[src/rtl/div_unit_pkg.sv]
`default_nettype none
// ============================================================================
//  Module      : div_unit_pkg
//  Description : Shared encodings for the RV32M divide/remainder unit:
//                operation codes, controller states and small op decoders.
//  Revision    : 1.0 - initial release
// ============================================================================
package div_unit_pkg;

    // Operation encodings as carried on the op field of the request
    typedef enum logic [1:0] {
        OP_DIV  = 2'b00,
        OP_DIVU = 2'b01,
        OP_REM  = 2'b10,
        OP_REMU = 2'b11
    } op_e;

    // Controller states
    typedef enum logic [1:0] {
        S_IDLE = 2'b00,
        S_CALC = 2'b01,
        S_DONE = 2'b10
    } state_e;

    // DIV and REM work on two's complement operands
    function automatic logic op_is_signed(input logic [1:0] op);
        return (op == OP_DIV) || (op == OP_REM);
    endfunction

    // REM and REMU return the remainder instead of the quotient
    function automatic logic op_is_rem(input logic [1:0] op);
        return op[1];
    endfunction

endpackage
`default_nettype wire

[src/rtl/div_unit_if.sv]
`default_nettype none
// ============================================================================
//  Module      : div_unit_if
//  Description : Request/response bundle between the execute stage and the
//                divide unit.
//                master : drives start/op/a/b, observes busy/done/result
//                slave  : the divide unit itself
//  Revision    : 1.0 - initial release
// ============================================================================
interface div_unit_if #(
    parameter int WIDTH = 32
);
    logic             start;
    logic [1:0]       op;
    logic [WIDTH-1:0] a;
    logic [WIDTH-1:0] b;
    logic             busy;
    logic             done;
    logic [WIDTH-1:0] result;

    modport master (
        output start, op, a, b,
        input  busy, done, result
    );

    modport slave (
        input  start, op, a, b,
        output busy, done, result
    );
endinterface
`default_nettype wire

[src/rtl/div_unit_cla.sv]
`default_nettype none
// ============================================================================
//  Module      : div_unit_cla
//  Description : Execute-stage carry-lookahead adder/subtractor. Bits are
//                grouped by four; each group forms its own generate/propagate
//                and the group carries are chained between groups.
//                a, b    : operands
//                sub_en  : 1 -> a - b (invert b, carry-in 1)
//                sum     : result
//                cout    : carry out (1 = no borrow when subtracting)
//  Revision    : 1.0 - initial release
// ============================================================================
module div_unit_cla #(
    parameter int WIDTH = 32
) (
    input  logic [WIDTH-1:0] a,
    input  logic [WIDTH-1:0] b,
    input  logic             sub_en,
    output logic [WIDTH-1:0] sum,
    output logic             cout
);
    localparam int NG = (WIDTH + 3) / 4;

    logic [WIDTH-1:0] w_bx;
    assign w_bx = sub_en ? ~b : b;

    for (genvar k = 0; k < NG; k++) begin : g_grp
        localparam int LO = 4 * k;
        localparam int N  = ((WIDTH - LO) < 4) ? (WIDTH - LO) : 4;

        logic         cin;
        logic         grp_g;
        logic         grp_p;
        logic [N-1:0] gg;
        logic [N-1:0] pp;
        logic [N-1:0] cc;

        assign gg = a[LO +: N] & w_bx[LO +: N];
        assign pp = a[LO +: N] ^ w_bx[LO +: N];

        // cc[j] = G[j-1:0] | P[j-1:0] & cin, built up alongside the group terms
        always_comb begin
            cc    = '0;
            grp_g = 1'b0;
            grp_p = 1'b1;
            for (int j = 0; j < N; j++) begin
                cc[j] = grp_g | (grp_p & cin);
                grp_g = gg[j] | (pp[j] & grp_g);
                grp_p = grp_p & pp[j];
            end
        end

        assign sum[LO +: N] = pp ^ cc;

        if (k == 0) begin : g_head
            assign cin = sub_en;
        end else begin : g_link
            assign cin = g_grp[k-1].grp_g | (g_grp[k-1].grp_p & g_grp[k-1].cin);
        end
    end

    assign cout = g_grp[NG-1].grp_g | (g_grp[NG-1].grp_p & g_grp[NG-1].cin);

endmodule
`default_nettype wire

[src/rtl/div_unit.sv]
`default_nettype none
// ============================================================================
//  Module      : div_unit
//  Description : Multi-cycle restoring divider for RV32M DIV/DIVU/REM/REMU.
//                One quotient bit per cycle; the trial subtraction runs on
//                the shared CLA. Divide by zero bypasses the iteration.
//                clk, rst : clock, synchronous active-high reset
//                bus      : slave side of div_unit_if (start/op/a/b in,
//                           busy/done/result out)
//  Revision    : 1.0 - initial release
// ============================================================================
module div_unit
    import div_unit_pkg::*;
#(
    parameter int WIDTH = 32
) (
    input  logic      clk,
    input  logic      rst,
    div_unit_if.slave bus
);
    localparam int            CW           = (WIDTH > 1) ? $clog2(WIDTH) : 1;
    localparam logic [CW-1:0] C_COUNT_INIT = CW'(WIDTH - 1);

    state_e           r_state;
    state_e           w_state_next;
    logic [WIDTH-1:0] r_rem;
    logic [WIDTH-1:0] r_quo;
    logic [WIDTH-1:0] r_mag_b;
    logic [WIDTH-1:0] r_result;
    logic [CW-1:0]    r_count;
    logic             r_neg_q;
    logic             r_neg_r;
    logic             r_is_rem;

    logic             w_accept;
    logic             w_b_zero;
    logic             w_signed;
    logic             w_a_neg;
    logic             w_b_neg;
    logic [WIDTH-1:0] w_mag_a;
    logic [WIDTH-1:0] w_mag_b;
    logic [WIDTH:0]   w_shift_rem;
    logic [WIDTH:0]   w_trial;
    logic             w_no_borrow;
    logic             w_unused_trial_msb;
    logic [WIDTH-1:0] w_rem_next;
    logic [WIDTH-1:0] w_quo_next;
    logic [WIDTH-1:0] w_quo_final;
    logic [WIDTH-1:0] w_rem_final;

    // ---------------- operand conditioning ----------------
    assign w_accept = (r_state == S_IDLE) && bus.start;
    assign w_b_zero = (bus.b == '0);
    assign w_signed = op_is_signed(bus.op);
    assign w_a_neg  = w_signed & bus.a[WIDTH-1];
    assign w_b_neg  = w_signed & bus.b[WIDTH-1];
    // -2^(WIDTH-1) negates to itself, which read as unsigned is the right magnitude
    assign w_mag_a  = w_a_neg ? (-bus.a) : bus.a;
    assign w_mag_b  = w_b_neg ? (-bus.b) : bus.b;

    // ---------------- one restoring step ----------------
    // The quotient register holds the not-yet-consumed dividend bits in its
    // upper part, so shifting {rem, quo} feeds the next dividend bit into rem.
    assign w_shift_rem = {r_rem, r_quo[WIDTH-1]};

    div_unit_cla #(
        .WIDTH (WIDTH + 1)
    ) u_cla (
        .a      (w_shift_rem),
        .b      ({1'b0, r_mag_b}),
        .sub_en (1'b1),
        .sum    (w_trial),
        .cout   (w_no_borrow)
    );

    // Whenever the trial is kept it is below mag_b, so its top bit is zero
    assign w_unused_trial_msb = w_trial[WIDTH];
    assign w_rem_next  = w_no_borrow ? w_trial[WIDTH-1:0] : w_shift_rem[WIDTH-1:0];
    assign w_quo_next  = {r_quo[WIDTH-2:0], w_no_borrow};
    assign w_quo_final = r_neg_q ? (-w_quo_next) : w_quo_next;
    assign w_rem_final = r_neg_r ? (-w_rem_next) : w_rem_next;

    // ---------------- controller ----------------
    always_ff @(posedge clk) begin
        if (rst) begin
            r_state <= S_IDLE;
        end else begin
            r_state <= w_state_next;
        end
    end

    always_comb begin
        w_state_next = r_state;
        bus.busy     = 1'b0;
        bus.done     = 1'b0;
        case (r_state)
            S_IDLE: begin
                if (bus.start) begin
                    w_state_next = w_b_zero ? S_DONE : S_CALC;
                end
            end
            S_CALC: begin
                bus.busy = 1'b1;
                if (r_count == '0) begin
                    w_state_next = S_DONE;
                end
            end
            S_DONE: begin
                bus.busy     = 1'b1;
                bus.done     = 1'b1;
                w_state_next = S_IDLE;
            end
            default: begin
                w_state_next = S_IDLE;
            end
        endcase
    end

    // ---------------- datapath ----------------
    always_ff @(posedge clk) begin
        if (rst) begin
            r_rem    <= '0;
            r_quo    <= '0;
            r_mag_b  <= '0;
            r_count  <= '0;
            r_neg_q  <= 1'b0;
            r_neg_r  <= 1'b0;
            r_is_rem <= 1'b0;
            r_result <= '0;
        end else if (w_accept) begin
            r_rem    <= '0;
            r_quo    <= w_mag_a;
            r_mag_b  <= w_mag_b;
            r_count  <= C_COUNT_INIT;
            r_neg_q  <= w_a_neg ^ w_b_neg;
            r_neg_r  <= w_a_neg;
            r_is_rem <= op_is_rem(bus.op);
            if (w_b_zero) begin
                r_result <= op_is_rem(bus.op) ? bus.a : '1;
            end
        end else if (r_state == S_CALC) begin
            r_rem   <= w_rem_next;
            r_quo   <= w_quo_next;
            r_count <= r_count - 1'b1;
            if (r_count == '0) begin
                r_result <= r_is_rem ? w_rem_final : w_quo_final;
            end
        end
    end

    assign bus.result = r_result;

endmodule
`default_nettype wire

[src/flat_wrapper.sv]
// flat-port wrapper written by rule: the top's interface ports become plain ports
module div_unit_flat import div_unit_pkg::*;
#(
    parameter int WIDTH = 32
)
  (clk, rst, bus_start, bus_op, bus_a, bus_b, bus_busy, bus_done, bus_result);
  div_unit_if #(.WIDTH(WIDTH)) bus_i ();
  input  logic clk;
  input  logic rst;
  input wire logic [$bits(bus_i.start)-1:0] bus_start;
  input wire logic [$bits(bus_i.op)-1:0] bus_op;
  input wire logic [$bits(bus_i.a)-1:0] bus_a;
  input wire logic [$bits(bus_i.b)-1:0] bus_b;
  output wire logic [$bits(bus_i.busy)-1:0] bus_busy;
  output wire logic [$bits(bus_i.done)-1:0] bus_done;
  output wire logic [$bits(bus_i.result)-1:0] bus_result;
  assign bus_i.start = bus_start;
  assign bus_i.op = bus_op;
  assign bus_i.a = bus_a;
  assign bus_i.b = bus_b;
  assign bus_busy = bus_i.busy;
  assign bus_done = bus_i.done;
  assign bus_result = bus_i.result;
  div_unit #(.WIDTH(WIDTH)) u_core (.clk(clk), .rst(rst), .bus(bus_i));
endmodule
[config.mk]
export PLATFORM = sky130hd
export DESIGN_NAME = div_unit_flat
export DESIGN_NICKNAME = d
export VERILOG_FILES = /design/src/rtl/div_unit_pkg.sv /design/src/rtl/div_unit_if.sv /design/src/rtl/div_unit_cla.sv /design/src/rtl/div_unit.sv /design/src/flat_wrapper.sv
export SDC_FILE = /design/constraint.sdc
export NUM_CORES = 1
export LEC_CHECK = 0
export ABC_AREA = 0
export BUFFER_PORTS_ARGS = -buffer_cell sky130_fd_sc_hd__clkbuf_2
export CAP_MARGIN = 5
export CORE_AREA = 2 2 147 178
export DETAILED_ROUTE_END_ITERATION = 6
export DIE_AREA = 0 0 149 180
export PLACE_DENSITY = 0.64
export REMOVE_ABC_BUFFERS = 1
export SLEW_MARGIN = 20
export SYNTH_ARGS = -nofsm -noshare
export SYNTH_HDL_FRONTEND = slang
export SYNTH_SLANG_ARGS = --single-unit
[constraint.sdc]
create_clock -name clk -period 11.4 [get_ports clk]
set_clock_uncertainty 0.15 [all_clocks]
set_input_delay 2.28 -clock clk [delete_from_list [all_inputs] [get_ports clk]]
set_output_delay 2.28 -clock clk [all_outputs]
set_load 0.005 [all_outputs]
==> results by group <==
Floorplan
  • Die area: 26800 µm²
  • I/O pins: 103
  • Starting Density: roughly 44%
  • Width of the die: about 150 µm
  • Die Height: between 150 and 200 µm
  • Row cnt: 64
  • Core Region: roughly 25000 µm²

Clock tree
  • Total CTS buffers: 17
  • Clock root buffer: clkbuf_16
  • Post-CTS resize count: 0
  • CTS tree: built
  • CTS Hold Bufs: 0
  • CTS sink count: approximately 140
  • CTS clk-pin slew, worst paths: ~0.06 ns
  • Max Root-Sink Buffers: 2
  • Setup Buffers After CTS: 0
  • Worst skew pair latency: approximately 0.44 ns
  • CTS H-tree lvls: 4

Timing
  • Worst slew pin tran: roughly 1.1 ns
  • Fin crit period: 6.51 ns
  • Pins Over Slew Limit: 0
  • Slew HR: between 20% and 30%
  • Unrepaired setup endpoints after global routing: no
  • F_max: roughly 150 MHz
  • Final-report setup violation count: 0
  • Fin crit share: roughly 57%
  • Final hold violations: 0
  • Post-Route Setup TNS: 0 ns

Critical path
  • Crit path max-delay cell type: dfxtp_1
  • Worst path cell trace: ha_1 > o21a_1 > o22ai_2 > or4_1 > a41oi_1 > a211oi_2 > buf_4 > nor2_4 > buf_4 > inv_2 > ha_1 > or3b_2 > or3_1 > nand2b_1 > nand2b_1 > o31ai_1 > xnor2_1 > o221ai_1 > a311o_1 > o21ai_1
  • Reg2reg end: u_core.bus.result[28]$_SDFFE_PP0P_
  • Startpoint types: flip-flop
  • Worst path depth: 20
  • Reg-to-reg startpoint: u_core.r_quo[31]$_SDFFE_PP0P_
  • Delay-heaviest family, CP: compound AO/OA/AOI/OAI gates
  • CP arrival: 6.73 ns
  • CP Max Fanout: 31
  • Crit. End Element: flip-flop
  • WP buf/inv: 3
  • R2R cell count: 20
  • Setup CP Type: flip-flop to flip-flop
  • Critical Path Source: u_core.r_quo[31]$_SDFFE_PP0P_
  • Critical Path End: u_core.bus.result[28]$_SDFFE_PP0P_
  • Reg-to-reg slack, setup: approximately 4.9 ns
  • Critical Path RT: 11.62 ns
  • Slowest stage delay, CP: around 0.53 ns

Global route
  • Largest net degree at the start of global routing: slightly below 90
  • Number of global-route vias before repair: around 10000
  • First-pass GRT wire length: ~55000 µm
  • GRT Total Usage: about a quarter
  • Total gr overflow: 0
  • Antenna violations before repair: 0

Logic synthesis
  • Number of synthesized flops with an enable pin: 0
  • Mapped Area: between 10000 and 15000 µm²
  • Distinct cells, synth: 83
  • Top cell type's share of synthesized area: roughly 25%
  • Synth area leaders: dfxtp_1 (25%), nor2_1 (6.2%), mux2i_1 (5.7%)
  • Mapped Avg Cell Area: between 7 and 8 µm²
  • Async set-reset flop share out of synthesis: 0%
  • Synth area leader: dfxtp_1
  • Sequential element share of the synthesized area: approximately a quarter
  • Flop and latch count out of synthesis: about 140
  • Syn Inst Count: 1475
  • Ys flop type: dfxtp_1
  • Yosys warns: 0

Routing
  • Drt wl/cell: approximately 18 µm
  • Iteration-0 DRC Markers: between 600 and 700
  • Via count: approximately 11000
  • Drt pass-1 iters: 5
  • Post-DRT Antenna Nets: 0
  • Vias per cell: approximately 6
  • Remaining DRCs: 0
  • Post-Route WL: roughly 34000 µm

Finish
  • Multi-input gate area: a little under 8000 µm²
  • Register area: approximately 2800 µm²
  • Final #Nets: approximately 1600
  • Number of diodes: 0
  • Fillers: 2528
  • Fraction of layout cells with a size suffix above 1: 11.5%
  • Area delta synth->final: 11.9%

Placement
  • RePlAce Congestion: 0.897
  • HPWL after DPL: approximately 26000 µm
  • # port buffers: around 100

Flow run
  • Max-cap violations: 0

Pwr
  • Worst vdd ir: 0.109 mV
  • Power Total: roughly 2200 µW
  • Power per cell area: 178 nW/µm²
  • Leakage power: between 0.004 and 0.005 µW

Hold path
  • Worst min path class: flip-flop to flip-flop
  • Hold depth: 2

Outcome
  • Status: complete, no violations
==> cell type report <==
| cell class | count | share of cell area (%) |
|---|---|---|
| Tap cell | 330 | 3.31 |
| Multi-Input combinational cell | 1178 | 62.5 |
| Inverter | 69 | 2.08 |
| Timing Repair Buffer | 117 | 5.01 |
| Clock inverter | 13 | 1.41 |
| Clock buffer | 18 | 3.52 |
| Sequential cell | 138 | 22.1 |
==> report_power, final <==
part	total (µW)	internal [µW]	leakage (µW)	switching, µW
registers	590	532	0.00113	57.4
clock network	597	368	0.000297	228
logic	1040	381	0.00336	658
==> metal layers <==
metal	up-vias	track usage, %	part of all wire (%)
met3	47	3.88	5.0
met5	-	0	0
met1	5188	34.1	46
li1	5482	-	-
met4	0	7.62	2.0
met2	315	42.1	47
==> Yosys cell counts, drive strengths merged (6+ instances only) <==
library cell	instances
a211oi	76
o41ai	19
o21ai	94
a31oi	13
nand2	107
xor2	67
clkbuf	69
or4	11
inv	68
xnor2	60
a21oi	109
nand3	27
o31ai	18
a21o	12
nor2	186
nor4	16
nor3	39
ha	42
buf	21
o221ai	12
a311oi	10
or3	19
nand3b	6
and2	6
o21a	11
mux2i	63
nand4b	6
and3	16
nand2b	13
dfxtp	138
nor2b	13
nand4	12
fa	7
==> per-stage QoR <==
stage               hold WS, ns  util (%)  instance area (µm²)  std cells  setup WS [ns]
finish                    0.298      49.6                12500       1863           4.89
floorplan                 0.276         -                10800       1385           5.11
global route              0.320      49.6                12500       1863           4.43
global placement          0.287      47.2                11900       1832           4.78
detailed placement        0.296      47.2                11900       1832           4.96
CTS                       0.304      49.6                12500       1863           4.93
==> logic make-up after synthesis <==
kind of cell | after synthesis | synth area share, %
AOI/OAI and AO/OA | 437 | 26.3
and+or+nand+nor | 498 | 21.5
buffers and inverters | 159 | 5.44
adders and majority gates | 49 | 5.97
xor gates and xnor gates | 127 | 9.98
muxes | 67 | 6.06
DFF | 138 | 24.8
==> cell usage in the layout, fill, tap and decap left out, drive strengths merged, types with 12 or more instances in the layout <==
master and count:
nand4 12, nand3 27, a21o 12, dfxtp 138
clkbuf 119, mux2i 63, ha 42, o21ai 94
a31oi 13, or3 19, o41ai 19, xor2 67
nor2b 13, and3 16, o31ai 18, nand2b 13
nor4 16, nand2 107, a21oi 109, buf 16
o221ai 12, xnor2 60, nor3 39, inv 68
nor2 186, a211oi 76
==> worst min-delay path, cell delays in order, from the launching register on <==
cell and delay, ns:
dfxtp_1 0.31, nand2_1 0.05, o21ai_1 0.05
==> worst min path at each step <==
| stage | start | end | slack (ns) |
|---|---|---|---|
| 2_1_floorplan | u_core.r_mag_b[25]$_SDFFE_PP0P_ | u_core.r_mag_b[25]$_SDFFE_PP0P_ | 0.28 |
| 3_3_place_gp | u_core.bus.result[16]$_SDFFE_PP0P_ | u_core.bus.result[16]$_SDFFE_PP0P_ | 0.29 |
| 3_5_place_dp | u_core.r_mag_b[25]$_SDFFE_PP0P_ | u_core.r_mag_b[25]$_SDFFE_PP0P_ | 0.30 |
| 4_1_cts | u_core.r_mag_b[25]$_SDFFE_PP0P_ | u_core.r_mag_b[25]$_SDFFE_PP0P_ | 0.30 |
| 5_1_grt | u_core.bus.result[20]$_SDFFE_PP0P_ | u_core.bus.result[20]$_SDFFE_PP0P_ | 0.32 |
| 6_report | u_core.bus.result[16]$_SDFFE_PP0P_ | u_core.bus.result[16]$_SDFFE_PP0P_ | 0.30 |
==> sequential cells by signal, summed over array words and instances (netlist names) <==
| name | flops |
|---|---|
| u_core.r_state | 2 |
| u_core.r_neg_q | 1 |
| u_core.r_count | 5 |
| u_core.r_rem | 32 |
| u_core.r_neg_r | 1 |
| u_core.bus.result | 32 |
| u_core.r_mag_b | 32 |
| u_core.r_is_rem | 1 |
| u_core.r_quo | 32 |
Power figures use the tool's default switching activity.
